===== config.mk =====
export PLATFORM = sky130hd
export DESIGN_NAME = paddle_control_flat
export DESIGN_NICKNAME = d
export VERILOG_FILES = /design/src/rtl/pong_pkg.sv /design/src/rtl/paddle_control_if.sv /design/src/rtl/btn_debounce.sv /design/src/rtl/paddle_control.sv /design/src/flat_wrapper.sv
export SDC_FILE = /design/constraint.sdc
export NUM_CORES = 1
export LEC_CHECK = 0
export ABC_AREA = 1
export CAP_MARGIN = 20
export CELL_PAD_IN_SITES_DETAIL_PLACEMENT = 0
export CELL_PAD_IN_SITES_GLOBAL_PLACEMENT = 2
export CORE_UTILIZATION = 34
export DETAILED_ROUTE_END_ITERATION = 6
export PLACE_DENSITY_LB_ADDON = 0.08
export SLEW_MARGIN = 20
export SYNTH_ARGS = -nofsm -noshare
export SYNTH_HDL_FRONTEND = slang
export SYNTH_HIERARCHICAL = 1
export SYNTH_SLANG_ARGS = --single-unit
export TNS_END_PERCENT = 30

===== constraint.sdc =====
create_clock -name clk_in -period 2.95 [get_ports clk_in]
set_input_delay 0.4425 -clock clk_in [delete_from_list [all_inputs] [get_ports clk_in]]
set_output_delay 0.4425 -clock clk_in [all_outputs]
set_load 0.005 [all_outputs]

===== src/rtl/pong_pkg.sv =====
// Shared Pong constants, paddle FSM/direction types and the clamped paddle step.
package pong_pkg;

  localparam int unsigned SCREEN_W      = 640;
  localparam int unsigned SCREEN_H      = 480;
  localparam int unsigned PADDLE_H      = 90;
  localparam int unsigned PADDLE_Y_MAX  = SCREEN_H - PADDLE_H;  // 390
  localparam int unsigned PADDLE_Y_INIT = 195;

  // Paddles update one pixel after the ball, so the two never share a cycle.
  localparam int unsigned TICK_X = 639;
  localparam int unsigned TICK_Y = 479;

  typedef enum logic [1:0] {StIdle, StSlow, StFast} paddle_state_e;
  typedef enum logic [1:0] {DirNone, DirUp, DirDown} dir_e;

  // One frame of motion, done at 10 bits so neither direction can wrap.
  function automatic logic [8:0] paddle_step(input logic [8:0] y, input dir_e dir,
                                             input logic [9:0] step);
    logic [9:0] y_w;
    logic [9:0] sum_w;
    logic [9:0] res_w;
    y_w   = {1'b0, y};
    sum_w = y_w + step;
    if (dir == DirUp) begin
      res_w = (y_w < step) ? 10'd0 : y_w - step;
    end else if (dir == DirDown) begin
      res_w = (sum_w > 10'(PADDLE_Y_MAX)) ? 10'(PADDLE_Y_MAX) : sum_w;
    end else begin
      res_w = y_w;
    end
    return 9'(res_w);
  endfunction

endpackage


===== src/rtl/paddle_control_if.sv =====
// Button, scan-position and paddle-position bundle between the board/renderer and paddle_control.
interface paddle_control_if;
  logic       btn_up1;
  logic       btn_dn1;
  logic       btn_up2;
  logic       btn_dn2;
  logic [9:0] o_x;
  logic [8:0] o_y;
  logic [8:0] pos_yBarra1;
  logic [8:0] pos_yBarra2;

  modport master (
    output btn_up1, btn_dn1, btn_up2, btn_dn2, o_x, o_y,
    input  pos_yBarra1, pos_yBarra2
  );

  modport slave (
    input  btn_up1, btn_dn1, btn_up2, btn_dn2, o_x, o_y,
    output pos_yBarra1, pos_yBarra2
  );
endinterface


===== src/rtl/btn_debounce.sv =====
// Two-flop synchronizer plus stability counter for one raw push button.
module btn_debounce #(
  parameter int unsigned DEBOUNCE_CYCLES = 250000
) (
  input  logic clk_in,
  input  logic i_rst,
  input  logic i_btn,
  output logic o_level
);

  localparam int unsigned CntW = $clog2(DEBOUNCE_CYCLES + 1);
  localparam logic [CntW-1:0] CntMax = CntW'(DEBOUNCE_CYCLES);

  logic [1:0]      r_sync;
  logic [CntW-1:0] r_cnt;
  logic            r_level;

  // Synchronize, then flip the stable level once the input has disagreed long enough.
  always_ff @(posedge clk_in) begin
    if (i_rst) begin
      r_sync  <= '0;
      r_cnt   <= '0;
      r_level <= 1'b0;
    end else begin
      r_sync <= {r_sync[0], i_btn};
      if (r_sync[1] != r_level) begin
        if (r_cnt == CntMax) begin
          r_level <= ~r_level;
          r_cnt   <= '0;
        end else begin
          r_cnt <= r_cnt + CntW'(1);
        end
      end else begin
        r_cnt <= '0;
      end
    end
  end

  assign o_level = r_level;

endmodule


===== src/rtl/paddle_control.sv =====
// Debounced buttons drive two paddle FSMs that move once per frame with slow/fast speeds.
module paddle_control
  import pong_pkg::*;
#(
  parameter int unsigned DEBOUNCE_CYCLES = 250000,
  parameter int unsigned SPEED_SLOW      = 2,
  parameter int unsigned SPEED_FAST      = 4,
  parameter int unsigned HOLD_FRAMES     = 15
) (
  input logic             clk_in,
  input logic             i_rst,
  paddle_control_if.slave bus
);

  localparam int unsigned HoldW = (HOLD_FRAMES < 16) ? 4 : $clog2(HOLD_FRAMES + 1);

  // Bit order {dn2, up2, dn1, up1}: paddle p uses bits 2p (up) and 2p+1 (down).
  logic [3:0] w_btn_raw;
  logic [3:0] w_btn_lvl;
  logic       w_tick;
  logic [8:0] w_pos [2];

  assign w_btn_raw = {bus.btn_dn2, bus.btn_up2, bus.btn_dn1, bus.btn_up1};
  assign w_tick    = (bus.o_x == 10'(TICK_X)) && (bus.o_y == 9'(TICK_Y));

  for (genvar i = 0; i < 4; i++) begin : g_db
    btn_debounce #(
      .DEBOUNCE_CYCLES(DEBOUNCE_CYCLES)
    ) u_db (
      .clk_in (clk_in),
      .i_rst  (i_rst),
      .i_btn  (w_btn_raw[i]),
      .o_level(w_btn_lvl[i])
    );
  end

  for (genvar p = 0; p < 2; p++) begin : g_paddle
    dir_e            w_dir;
    paddle_state_e   r_state;
    paddle_state_e   w_state_d;
    logic [HoldW-1:0] r_hold;
    logic [HoldW-1:0] w_hold_d;
    dir_e            r_dir;
    dir_e            w_dir_d;
    logic [8:0]      r_pos;
    logic [8:0]      w_pos_d;
    logic            w_move;

    // Pressing both or neither button means no direction.
    always_comb begin
      w_dir = DirNone;
      if (w_btn_lvl[2*p] && !w_btn_lvl[2*p+1]) begin
        w_dir = DirUp;
      end else if (w_btn_lvl[2*p+1] && !w_btn_lvl[2*p]) begin
        w_dir = DirDown;
      end
    end

    // State register: FSM, hold counter, remembered direction and position.
    always_ff @(posedge clk_in) begin
      if (i_rst) begin
        r_state <= StIdle;
        r_hold  <= '0;
        r_dir   <= DirUp;
        r_pos   <= 9'(PADDLE_Y_INIT);
      end else begin
        r_state <= w_state_d;
        r_hold  <= w_hold_d;
        r_dir   <= w_dir_d;
        r_pos   <= w_pos_d;
      end
    end

    // Next state: direction checks take priority over the frame tick.
    always_comb begin
      w_state_d = r_state;
      w_hold_d  = r_hold;
      w_dir_d   = r_dir;
      w_move    = 1'b0;
      case (r_state)
        StIdle: begin
          if (w_dir != DirNone) begin
            w_state_d = StSlow;
            w_hold_d  = '0;
            w_dir_d   = w_dir;
          end
        end
        StSlow, StFast: begin
          if (w_dir == DirNone) begin
            w_state_d = StIdle;
          end else if (w_dir != r_dir) begin
            w_state_d = StSlow;
            w_hold_d  = '0;
            w_dir_d   = w_dir;
          end else if (w_tick) begin
            w_move = 1'b1;
            if (r_state == StSlow) begin
              w_hold_d = r_hold + HoldW'(1);
              if (w_hold_d == HoldW'(HOLD_FRAMES)) begin
                w_state_d = StFast;
              end
            end
          end
        end
        default: w_state_d = StIdle;
      endcase
    end

    // Output: apply the clamped step at the speed of the current state.
    always_comb begin
      w_pos_d = r_pos;
      if (w_move) begin
        w_pos_d = paddle_step(r_pos, r_dir,
                              (r_state == StFast) ? 10'(SPEED_FAST) : 10'(SPEED_SLOW));
      end
    end

    assign w_pos[p] = r_pos;
  end

  assign bus.pos_yBarra1 = w_pos[0];
  assign bus.pos_yBarra2 = w_pos[1];

endmodule

===== src/flat_wrapper.sv =====
// flat-port wrapper written by rule: the top's interface ports become plain ports
module paddle_control_flat import pong_pkg::*;
#(
  parameter int unsigned DEBOUNCE_CYCLES = 250000,
  parameter int unsigned SPEED_SLOW      = 2,
  parameter int unsigned SPEED_FAST      = 4,
  parameter int unsigned HOLD_FRAMES     = 15
)
  (clk_in, i_rst, bus_btn_up1, bus_btn_dn1, bus_btn_up2, bus_btn_dn2, bus_o_x, bus_o_y, bus_pos_yBarra1, bus_pos_yBarra2);
  paddle_control_if bus_i ();
  input logic clk_in;
  input logic i_rst;
  input wire logic [$bits(bus_i.btn_up1)-1:0] bus_btn_up1;
  input wire logic [$bits(bus_i.btn_dn1)-1:0] bus_btn_dn1;
  input wire logic [$bits(bus_i.btn_up2)-1:0] bus_btn_up2;
  input wire logic [$bits(bus_i.btn_dn2)-1:0] bus_btn_dn2;
  input wire logic [$bits(bus_i.o_x)-1:0] bus_o_x;
  input wire logic [$bits(bus_i.o_y)-1:0] bus_o_y;
  output wire logic [$bits(bus_i.pos_yBarra1)-1:0] bus_pos_yBarra1;
  output wire logic [$bits(bus_i.pos_yBarra2)-1:0] bus_pos_yBarra2;
  assign bus_i.btn_up1 = bus_btn_up1;
  assign bus_i.btn_dn1 = bus_btn_dn1;
  assign bus_i.btn_up2 = bus_btn_up2;
  assign bus_i.btn_dn2 = bus_btn_dn2;
  assign bus_i.o_x = bus_o_x;
  assign bus_i.o_y = bus_o_y;
  assign bus_pos_yBarra1 = bus_i.pos_yBarra1;
  assign bus_pos_yBarra2 = bus_i.pos_yBarra2;
  paddle_control #(.DEBOUNCE_CYCLES(DEBOUNCE_CYCLES), .SPEED_SLOW(SPEED_SLOW), .SPEED_FAST(SPEED_FAST), .HOLD_FRAMES(HOLD_FRAMES)) u_core (.clk_in(clk_in), .i_rst(i_rst), .bus(bus_i));
endmodule

* After elaboration in Yosys (flattened, before gate mapping)
Index checks and enable logic that the tools add are counted.
** Word-level totals
- Register bits :: 118
- Input bits :: 25
- Output and inout port bits :: 18
- Logic and storage cells :: 172
** Operators by class
- $add $sub $neg :: 10
- Order comparisons :: 4
- Equal/unequal tests :: 38
- Mux-type cells :: 55
- Bitwise operators :: 8
- Reductions and logical operators :: 37
** Operators by type and width (count)
- $add A18 B1 Y18 const B :: 4
- $eq A18 B18 Y1 const B :: 4
- $mux W9 :: 8
- $mux W2 :: 22
- $mux W4 :: 10
- $ne A4 B1 Y1 const B :: 6
- $add A9 B3 Y10 :: 2
- $gt A10 B9 Y1 const B :: 2
- $lt A9 B10 Y1 :: 2
- $sub A9 B9 Y9 :: 2
- $pmux W2 S2 :: 4
- $pmux W4 S2 :: 2
- $reduce_and A4 Y1 :: 4
- $ne A3 B1 Y1 const B :: 4
- $reduce_and A2 Y1 :: 6
- $reduce_bool A2 Y1 :: 6
- $reduce_or A3 Y1 :: 4
- $eq A10 B10 Y1 const B :: 1
- $reduce_and A5 Y1 :: 2
- $eq A9 B9 Y1 const B :: 1
- $add A4 B1 Y4 const B :: 2
- $eq A2 B1 Y1 const B :: 4
- $eq A2 B2 Y1 const B :: 4
- $eq A4 B4 Y1 const B :: 2
- 11 further kinds :: 44

* Logic depth before layout (Yosys ltp)
Gate-level depths: netlist of the first run.
- Depth after elaboration :: 9
- Gate-level depth with buffers :: 17
- Gate-level depth less buffers :: 17

* Cells and area by module
The synthesis of the first run kept the hierarchy.
** Modules (own cells, without submodules)
- btn_debounce :: times used 4, cells an instance 158, area an instance 1087.3 µm², sequential area each 420.4 µm²
- paddle_control :: times used 1, cells an instance 462, area an instance 3133.0 µm², sequential area each 680.7 µm²

* Worst setup path before layout of the first run
OpenSTA, ideal clock, no wires.
- Path kind :: reg2reg
- From :: reg u_core.g_paddle[1].r_state[0]
- To :: reg u_core.g_paddle[1].r_pos[1] (netlist: u_core/bus.pos_yBarra2[1])
- Setup time :: 0.115 ns
- Arrival :: 2.138 ns
- Required time :: 2.835 ns
- Slack :: 0.697 ns
- Stages on the path, launching flop included :: 18
- Path buffers :: 0
- Clock period less this slack :: 2.253 ns
- Cells stage by stage :: dfxtp_1 -> inv_1 -> ha_1 -> inv_1 -> ha_1 -> fa_1 -> nand2_1 -> inv_2 -> nand3_1 -> nand2_1 -> nor2_1 -> nand3_2 -> nand2_4 -> nand2_2 -> nand2_2 -> nand2_2 -> nand2_1 -> nand2_1
** Between the ends
- Word-level cells in the longest chain between the ends :: 7
- Elaborated cells on any way between the ends :: 14
- Those cells by class :: 2 x add/sub; 2 x order compare; 2 x eq/ne; 6 x mux; 2 x reduce/logical
** Ends and longest elaborated chain
- start: declaration :: line paddle_control.sv:39 : paddle_state_e r_state;
- start signal: assignment :: line paddle_control.sv:62 : r_state <= StIdle;
- start signal: assignment :: line paddle_control.sv:67 : r_state <= w_state_d;
- $eq A2 B2 Y1 :: line paddle_control.sv:80, paddle_control.sv:114
- $mux W3 :: line paddle_control.sv:114 : (r_state == StFast) ? 10'(SPEED_FAST) : 10'(SPEED_SLOW));
- $add A9 B3 Y10 :: line pong_pkg.sv:24 : sum_w = y_w + step;
- $gt A10 B9 Y1 :: line pong_pkg.sv:28 : res_w = (sum_w > 10'(PADDLE_Y_MAX)) ? 10'(PADDLE_Y_MAX) : sum_w;
- $mux W9 :: line pong_pkg.sv:28
- $mux W9 :: line pong_pkg.sv:27 : end else if (dir == DirDown) begin
- $mux W9 :: line pong_pkg.sv:25 : if (dir == DirUp) begin
- end signal: assignment :: line paddle_control.sv:65 : r_pos <= 9'(PADDLE_Y_INIT);
- end signal: assignment :: line paddle_control.sv:70 : r_pos <= w_pos_d;
- end: declaration :: line paddle_control.sv:45 : logic [8:0] r_pos;
Parallel ways exist; a longest one is shown, timed or not. The select of a mux whose other input is x is not followed.
A chain may end at the register's enable or synchronous reset.

* Worst setup path after layout of the first run
- From :: reg u_core.g_paddle[0].r_state[0]
- To :: reg u_core.g_paddle[0].r_pos[1] (netlist: u_core/bus.pos_yBarra1[1])
** Between the ends
- Word-level cells in the longest chain between the ends :: 7
- Elaborated cells on any way between the ends :: 14
- Those cells by class :: 2 x add/sub; 2 x order compare; 2 x eq/ne; 6 x mux; 2 x reduce/logical
** Ends and longest elaborated chain (line)
- start: declaration :: paddle_control.sv:39
- start signal: assignment :: paddle_control.sv:62
- start signal: assignment :: paddle_control.sv:67
- $eq A2 B2 Y1 :: paddle_control.sv:80, paddle_control.sv:114
- $mux W3 :: paddle_control.sv:114
- $add A9 B3 Y10 :: pong_pkg.sv:24
- $gt A10 B9 Y1 :: pong_pkg.sv:28
- $mux W9 :: pong_pkg.sv:28
- $mux W9 :: pong_pkg.sv:27
- $mux W9 :: pong_pkg.sv:25
- end signal: assignment :: paddle_control.sv:65
- end signal: assignment :: paddle_control.sv:70
- end: declaration :: paddle_control.sv:45
Parallel ways exist; a longest one is shown, timed or not. The select of a mux whose other input is x is not followed.

==> results.txt, run 1 <==
maxcap violations - 0
pins over their slew limit - 0
RSZ-0062 raised after global routing - no
Clock Path Buffers - 2
# H-tree levels - 4
combinational family with the most area after synthesis - simple AND/OR/NAND/NOR gates
placed wire-length estimate - 13000 um
PostCTS Resize Cnt - 0
drt first pass iters - 5
Worst EP required - 3.25 ns
vias in the first global route - 6105
Rel. slew slack - 48.3%
DRT iter0 DRCs - 313
commonest cells after routing, fill and taps aside - nand2_1 (242), nor2_1 (193), inv_1 (133), dfxtp_1 (118), nand3_1 (85)
DRC - 0
mux contribution to synthesized area - 0%
# IOs - 43
Arrival @ worst endpoint - 2.79 ns
Overflow after GRT - 0
Syn Nets - 1159
antenna diode count - 0
P_leak - 3.21 nW
Worst Path Class, Setup - flip-flop to flip-flop
CTS tree - built
Hold Fails Final Rpt - 0
buffers added on ports - 42
Hold Buf Count CTS - 0
die outline area - 22600 um^2
PwrDens - 476 nW/um^2
effective utilization at floorplan - 35.1%
Top cell by count, worst path - nand2_1
Hold Path Stages - 2
switching power - 958 uW
sw frac - 22.8%
worst-skew pair later-pin latency - 0.41 ns
commonest non-fill, non-tap cell in the layout - nand2_1
Setup Skew - 0.00910 ns
initial antenna violation count - 0
CP max-delay cell - fa_1
Yosys cell types - 37
Hold Slack - 0.407 ns
clock sinks - 118
width of the die - 150 um
R2R depth - 15
max incr delay on CP - 0.42 ns
Tot GR Track Use - 16.1%
Yosys reg bits - 118
ANT nets after route - 0
average size of a mapped cell - 6.84 um^2
root buffer cell - clkbuf_16
GPL Wtd Cong - 0.808
CP cell instances - inv_1 -> ha_1 -> inv_1 -> ha_1 -> fa_1 -> xnor2_1 -> nand2_1 -> nor2_1 -> nand3_1 -> nand2_2 -> nand2_2 -> nand2_2 -> nand2_1 -> nand2_1 -> nand2_1
register area - 2360 um^2
simple-gate share of the synthesized area - 39.0%
Yosys warnings - 6
worst vdd ir - 0.000370 V
Crit. End Element - flip-flop
clock share of power - 52.7%
area of the mapped netlist - 7480 um^2
Clock Pin Slew Worst Setup and Hold Paths - 0.06 ns
Num CTS Buffers - 17
Post-CTS Setup Bufs - 0
global-route wire length before repair - 29000 um
largest net degree at the start of global routing - 22
Int Pwr - 3.24 mW
xor/xnor share of the synthesized area - 6.56%
Filler cells - 2214
share of total power in combinational logic - 8.4%
via/cell ratio - 4.52
share of cells above drive strength 1 - 9.99%
Final period util - 84.5%
total negative slack - 0 ns
fraction of registers with async set/reset - 0%
compound-gate portion of the synthesized area - 7.58%
Worst Hold Class - flip-flop to flip-flop
chip height - 150 um
wire per inst - 11.9 um
Reg power frac - 38.9%
minimum clock period after layout - 2.49 ns
fin nets - 1214
synthesis-to-finish area growth - 17.9%
Post-synth EDFFs - 0
final wirelength - 17000 um
Adder-Cell Fraction of Synth Area - 7.09%
status - complete, no violations
Seq/Total Area, Yosys - 31.6%
predominant post-synthesis flop cell - dfxtp_1
Cells after Synth - 1094
area of the core - 21300 um^2
Vias - 6489
Std-Cell Rows - 53
worst-margin pin slew - 0.774 ns
Worst Setup Start Kind - flip-flop
final core occ - 41.4%
f_max - 0.401 GHz
Multi-input gate area - 4500 um^2
CP max FO - 6
# setup viols final - 0
registers in the layout (all words and copies together), names as in the netlist:
| signal | flops |
|---|---|
| u_core/g_db.u_db/r_cnt | 72 |
| u_core/bus.pos_yBarra2 | 9 |
| u_core/g_paddle.r_hold | 8 |
| u_core/g_paddle.r_state | 4 |
| u_core/bus.pos_yBarra1 | 9 |
| u_core/g_db.u_db/r_sync | 8 |
| u_core/g_db.u_db/o_level | 4 |
| u_core/g_paddle.r_dir | 4 |
area by class of cell:
cell class / instances / share of cell area (%)
timing repair buffer: 45 / 5.02
tap: 275 / 3.90
inverter: 143 / 6.14
sequential: 118 / 26.8
clock buffer: 23 / 5.42
clock inverter: 8 / 1.66
multi-input combinational: 824 / 51.1
power by group through the flow:
stage          combinational (mW)  sequential [mW]  clock, mW
2_1_floorplan               0.247             1.66          0
3_3_place_gp                0.365             1.67          0
3_5_place_dp                0.347             1.67          0
4_1_cts                     0.354             1.63       2.28
5_1_grt                     0.399             1.64       2.34
6_report                    0.353             1.63       2.21
through the flow:
step | setup slack, ns | power (mW) | area [um^2] | instances
after global placement | 0.493 | 2.03 | 8190 | 1405
after CTS | 0.436 | 4.27 | 8820 | 1436
after detailed placement | 0.443 | 2.02 | 8190 | 1405
final | 0.458 | 4.19 | 8820 | 1436
after global routing | 0.258 | 4.37 | 8820 | 1436
after floorplan | 0.697 | 1.91 | 7480 | 1094
cells by family (layout without fill, tap and decap cells):
kind of cell,Yosys count,in the layout
and+or+nand+nor,619,619
buffers and inverters,152,219
DFF,118,118
AOI/OAI and AO/OA,109,109
xor gates and xnor gates,56,56
adders and majority gates,40,40
routing by layer:
metal,share of wire [%],vias up,track usage (%)
met4,1.1,0,4.60
met1,51,2834,21.3
met2,45,93,26.2
li1,-,3549,-
met5,0,-,0
met3,3.3,13,3.36
synth_stat cells, drive strengths merged, types with 11 or more instances:
cell   count  area [um^2]
a21oi     63          319
dfxtp    118         2360
ha        36          450
inv      142          533
nand2    270         1130
nand3     95          533
nand4     17          121
nor2     211          891
nor3      11          131
o21ai     45          240
xnor2     20          175
xor2      36          315
final timing paths:
check	start	to	slack (ns)
worst min register to register	u_core/g_db[0].u_db/r_sync[0]$_SDFF_PP0_	u_core/g_db[0].u_db/r_sync[1]$_SDFF_PP0_	0.41
worst max register to register	u_core/g_paddle[0].r_state[0]$_SDFFE_PP0P_	u_core/bus.pos_yBarra1[1]$_SDFFE_PP1P_	0.46
worst max-delay path	u_core/g_paddle[0].r_state[0]$_SDFFE_PP0P_	u_core/bus.pos_yBarra1[1]$_SDFFE_PP1P_	0.46
worst min-delay path	u_core/g_db[0].u_db/r_sync[0]$_SDFF_PP0_	u_core/g_db[0].u_db/r_sync[1]$_SDFF_PP0_	0.41
critical path: cells and delay by family (launching register included):
kind	cells	cell delay (ns)
xor+xnor	1	0.21
fa+ha+maj	3	0.94
buf+inv	2	0.24
flops	1	0.33
simple gates	9	0.68
No activity file was read; power rests on OpenSTA's default activity.
==> inputs of run 2 (changes only) <==
==> constraint.sdc (replaced) <==
create_clock -name clk_in -period 2.3 [get_ports clk_in]
set_input_delay 0.345 -clock clk_in [delete_from_list [all_inputs] [get_ports clk_in]]
set_output_delay 0.345 -clock clk_in [all_outputs]
set_load 0.005 [all_outputs]
==> run 2 against run 1 <==
Compared with the run above:
- non-clock buffer count is 11 higher
- combinational power is 48% higher
- sequential power is 28% higher
- routed wire length is 1.2% higher
- fmax is 15% higher
- die area stayed put
- clock skew is 0.0012 ns higher
- critical path type unchanged
- clock power is 14% higher
==> results.txt, run 2 (synthesis gave the netlist of run 1 again) <==
status - complete, no violations (unchanged)
vias in the first global route - 6158 (was 6105)
total negative slack - 0 ns (unchanged)
# setup viols final - 0 (unchanged)
# IOs - 43 (unchanged)
final core occ - 41.8% (was 41.4%)
Worst Hold Class - flip-flop to flip-flop (unchanged)
Worst Setup Start Kind - flip-flop (unchanged)
register name with the most flops - u_core/g_db.u_db/r_cnt (unchanged)
chip height - 150 um (unchanged)
die outline area - 22600 um^2 (unchanged)
f_max - 0.461 GHz (was 0.401 GHz)
CP max FO - 6 (unchanged)
worst vdd ir - 0.000464 V (was 0.000370 V)
Crit. End Element - flip-flop (unchanged)
DRT iter0 DRCs - 299 (was 313)
max reg flops - 72 (unchanged)
RSZ-0062 raised after global routing - no (unchanged)
commonest cells after routing, fill and taps aside - nand2_1 (241), nor2_1 (192), inv_1 (131), dfxtp_1 (118), nand3_1 (85) (was nand2_1 (242), nor2_1 (193), inv_1 (133), dfxtp_1 (118), nand3_1 (85))
antenna diode count - 0 (unchanged)
fin nets - 1225 (was 1214)
drt first pass iters - 4 (was 5)
worst-margin pin slew - 0.474 ns (was 0.774 ns)
placed wire-length estimate - 12900 um (was 13000 um)
via/cell ratio - 4.54 (was 4.52)
P_leak - 3.24 nW (was 3.21 nW)
root buffer cell - clkbuf_16 (unchanged)
ANT nets after route - 0 (unchanged)
effective utilization at floorplan - 35.1% (unchanged)
largest net degree at the start of global routing - 27 (was 22)
Final period util - 94.3% (was 84.5%)
Arrival @ worst endpoint - 2.47 ns (was 2.79 ns)
DRC - 0 (unchanged)
Rel. slew slack - 68.1% (was 48.3%)
width of the die - 150 um (unchanged)
buffers added on ports - 42 (unchanged)
Hold Buf Count CTS - 0 (unchanged)
Total Power - 5.12 mW (was 4.19 mW)
minimum clock period after layout - 2.17 ns (was 2.49 ns)
Overflow after GRT - 0 (unchanged)
Setup Skew - 0.0103 ns (was 0.00910 ns)
Num CTS Buffers - 17 (unchanged)
worst-skew pair later-pin latency - 0.41 ns (about the same)
share of cells above drive strength 1 - 11.9% (was 9.99%)
Hold Slack - 0.403 ns (was 0.407 ns)
Hold Fails Final Rpt - 0 (unchanged)
Std-Cell Rows - 53 (unchanged)
Vias - 6572 (was 6489)
CTS tree - built (unchanged)
final wirelength - 17200 um (was 17000 um)
GPL Wtd Cong - 0.787 (was 0.808)
CP Launch Point - u_core/g_paddle[1].r_state[0]$_SDFFE_PP0P_ (was u_core/g_paddle[0].r_state[0]$_SDFFE_PP0P_)
Clock Pin Slew Worst Setup and Hold Paths - 0.06 ns (about the same)
wire per inst - 11.9 um (about the same)
initial antenna violation count - 0 (unchanged)
maxcap violations - 0 (unchanged)
r2r endpoint - u_core/bus.pos_yBarra2[1]$_SDFFE_PP1P_ (was u_core/bus.pos_yBarra1[1]$_SDFFE_PP1P_)
# H-tree levels - 4 (unchanged)
worst hold start - u_core/g_db[2].u_db/r_sync[0]$_SDFF_PP0_ (was u_core/g_db[0].u_db/r_sync[0]$_SDFF_PP0_)
Tot GR Track Use - 16.1% (about the same)
Worst Setup EP - u_core/bus.pos_yBarra2[1]$_SDFFE_PP1P_ (was u_core/bus.pos_yBarra1[1]$_SDFFE_PP1P_)
Worst EP required - 2.60 ns (was 3.25 ns)
global-route wire length before repair - 29000 um (about the same)
R2R depth - 17 (was 15)
Final Worst Setup Slack - 0.131 ns (was 0.458 ns)
Setup WS pre-CTS - 0.0525 ns (was 0.443 ns)
synthesis-to-finish area growth - 19.0% (was 17.9%)
PwrDens - 575 nW/um^2 (was 476 nW/um^2)
area of the core - 21300 um^2 (unchanged)
commonest non-fill, non-tap cell in the layout - nand2_1 (unchanged)
Clock Path Buffers - 2 (unchanged)
r2r startpoint - u_core/g_paddle[1].r_state[0]$_SDFFE_PP0P_ (was u_core/g_paddle[0].r_state[0]$_SDFFE_PP0P_)
R2R setup slack - 0.13 ns (was 0.46 ns)
clock sinks - 118 (unchanged)
pins over their slew limit - 0 (unchanged)
Worst Path Class, Setup - flip-flop to flip-flop (unchanged)
==> run 2: changes by cell type in the layout (fill, tap and decap cells not counted), sizes merged <==
cell and delta:
clkinv +4, bufinv -3, buf +11
==> run 2: layout make-up <==
| cell class | count | area, um^2 |
|---|---|---|
| clock buffer | 23 | 478 |
| clock inverter | 9 | 76.3 |
| fill | 2235 | 12400 |
| inverter | 143 | 542 |
| multi-input combinational | 824 | 4560 |
| sequential | 118 | 2360 |
| tap | 275 | 344 |
| timing repair buffer | 56 | 538 |
==> run 2: how the worst min path moves through the flow <==
stage	endpoint	slack [ns]	cells after the start
global route	u_core/g_db[2].u_db/r_sync[1]$_SDFF_PP0_	0.43	2
detailed placement	u_core/g_db[3].u_db/r_sync[1]$_SDFF_PP0_	0.40	2
global placement	u_core/g_db[0].u_db/r_sync[1]$_SDFF_PP0_	0.40	2
CTS	u_core/g_db[0].u_db/r_sync[1]$_SDFF_PP0_	0.41	2
finish	u_core/g_db[2].u_db/r_sync[1]$_SDFF_PP0_	0.40	2
floorplan	u_core/g_db[0].u_db/r_sync[1]$_SDFF_PP0_	0.39	2
==> run 2: critical path: stages (launching register included) <==
cell and delay, ns:
dfxtp_1 0.31, inv_1 0.07, ha_2 0.19, inv_2 0.07
ha_4 0.17, fa_2 0.37, nand2_1 0.12, inv_2 0.06
nand3_1 0.06, nand2_1 0.07, nor2_1 0.12, nand3_2 0.10
nand2_4 0.10, nand2_2 0.05, nand2_2 0.08, nand2_2 0.04
nand2_1 0.05, nand2_1 0.04
==> run 2: routing by layer <==
metal / global-route usage, % / wire (um)
met4: 5.45 / 214
met1: 21.1 / 8790
met3: 3.39 / 524
met5: 0 / 0
met2: 26.1 / 7710
==> run 2: per-stage QoR <==
step,cell area (um^2),std cells
6_report,8900,1448
2_1_floorplan,7480,1094
5_1_grt,8900,1448
4_1_cts,8830,1446
3_5_place_dp,8270,1414
3_3_place_gp,8270,1414
==> run 2: power breakdown <==
part	switching (mW)	internal, mW	total, mW
registers	0.0134	2.07	2.09
clock network	0.948	1.56	2.51
logic	0.289	0.234	0.523
==> run 2: repair_timing <==
item                       4_1_cts  5_1_grt
buffers inserted                 0        2
setup endpoints to repair        0       16
gates resized for setup          0       15
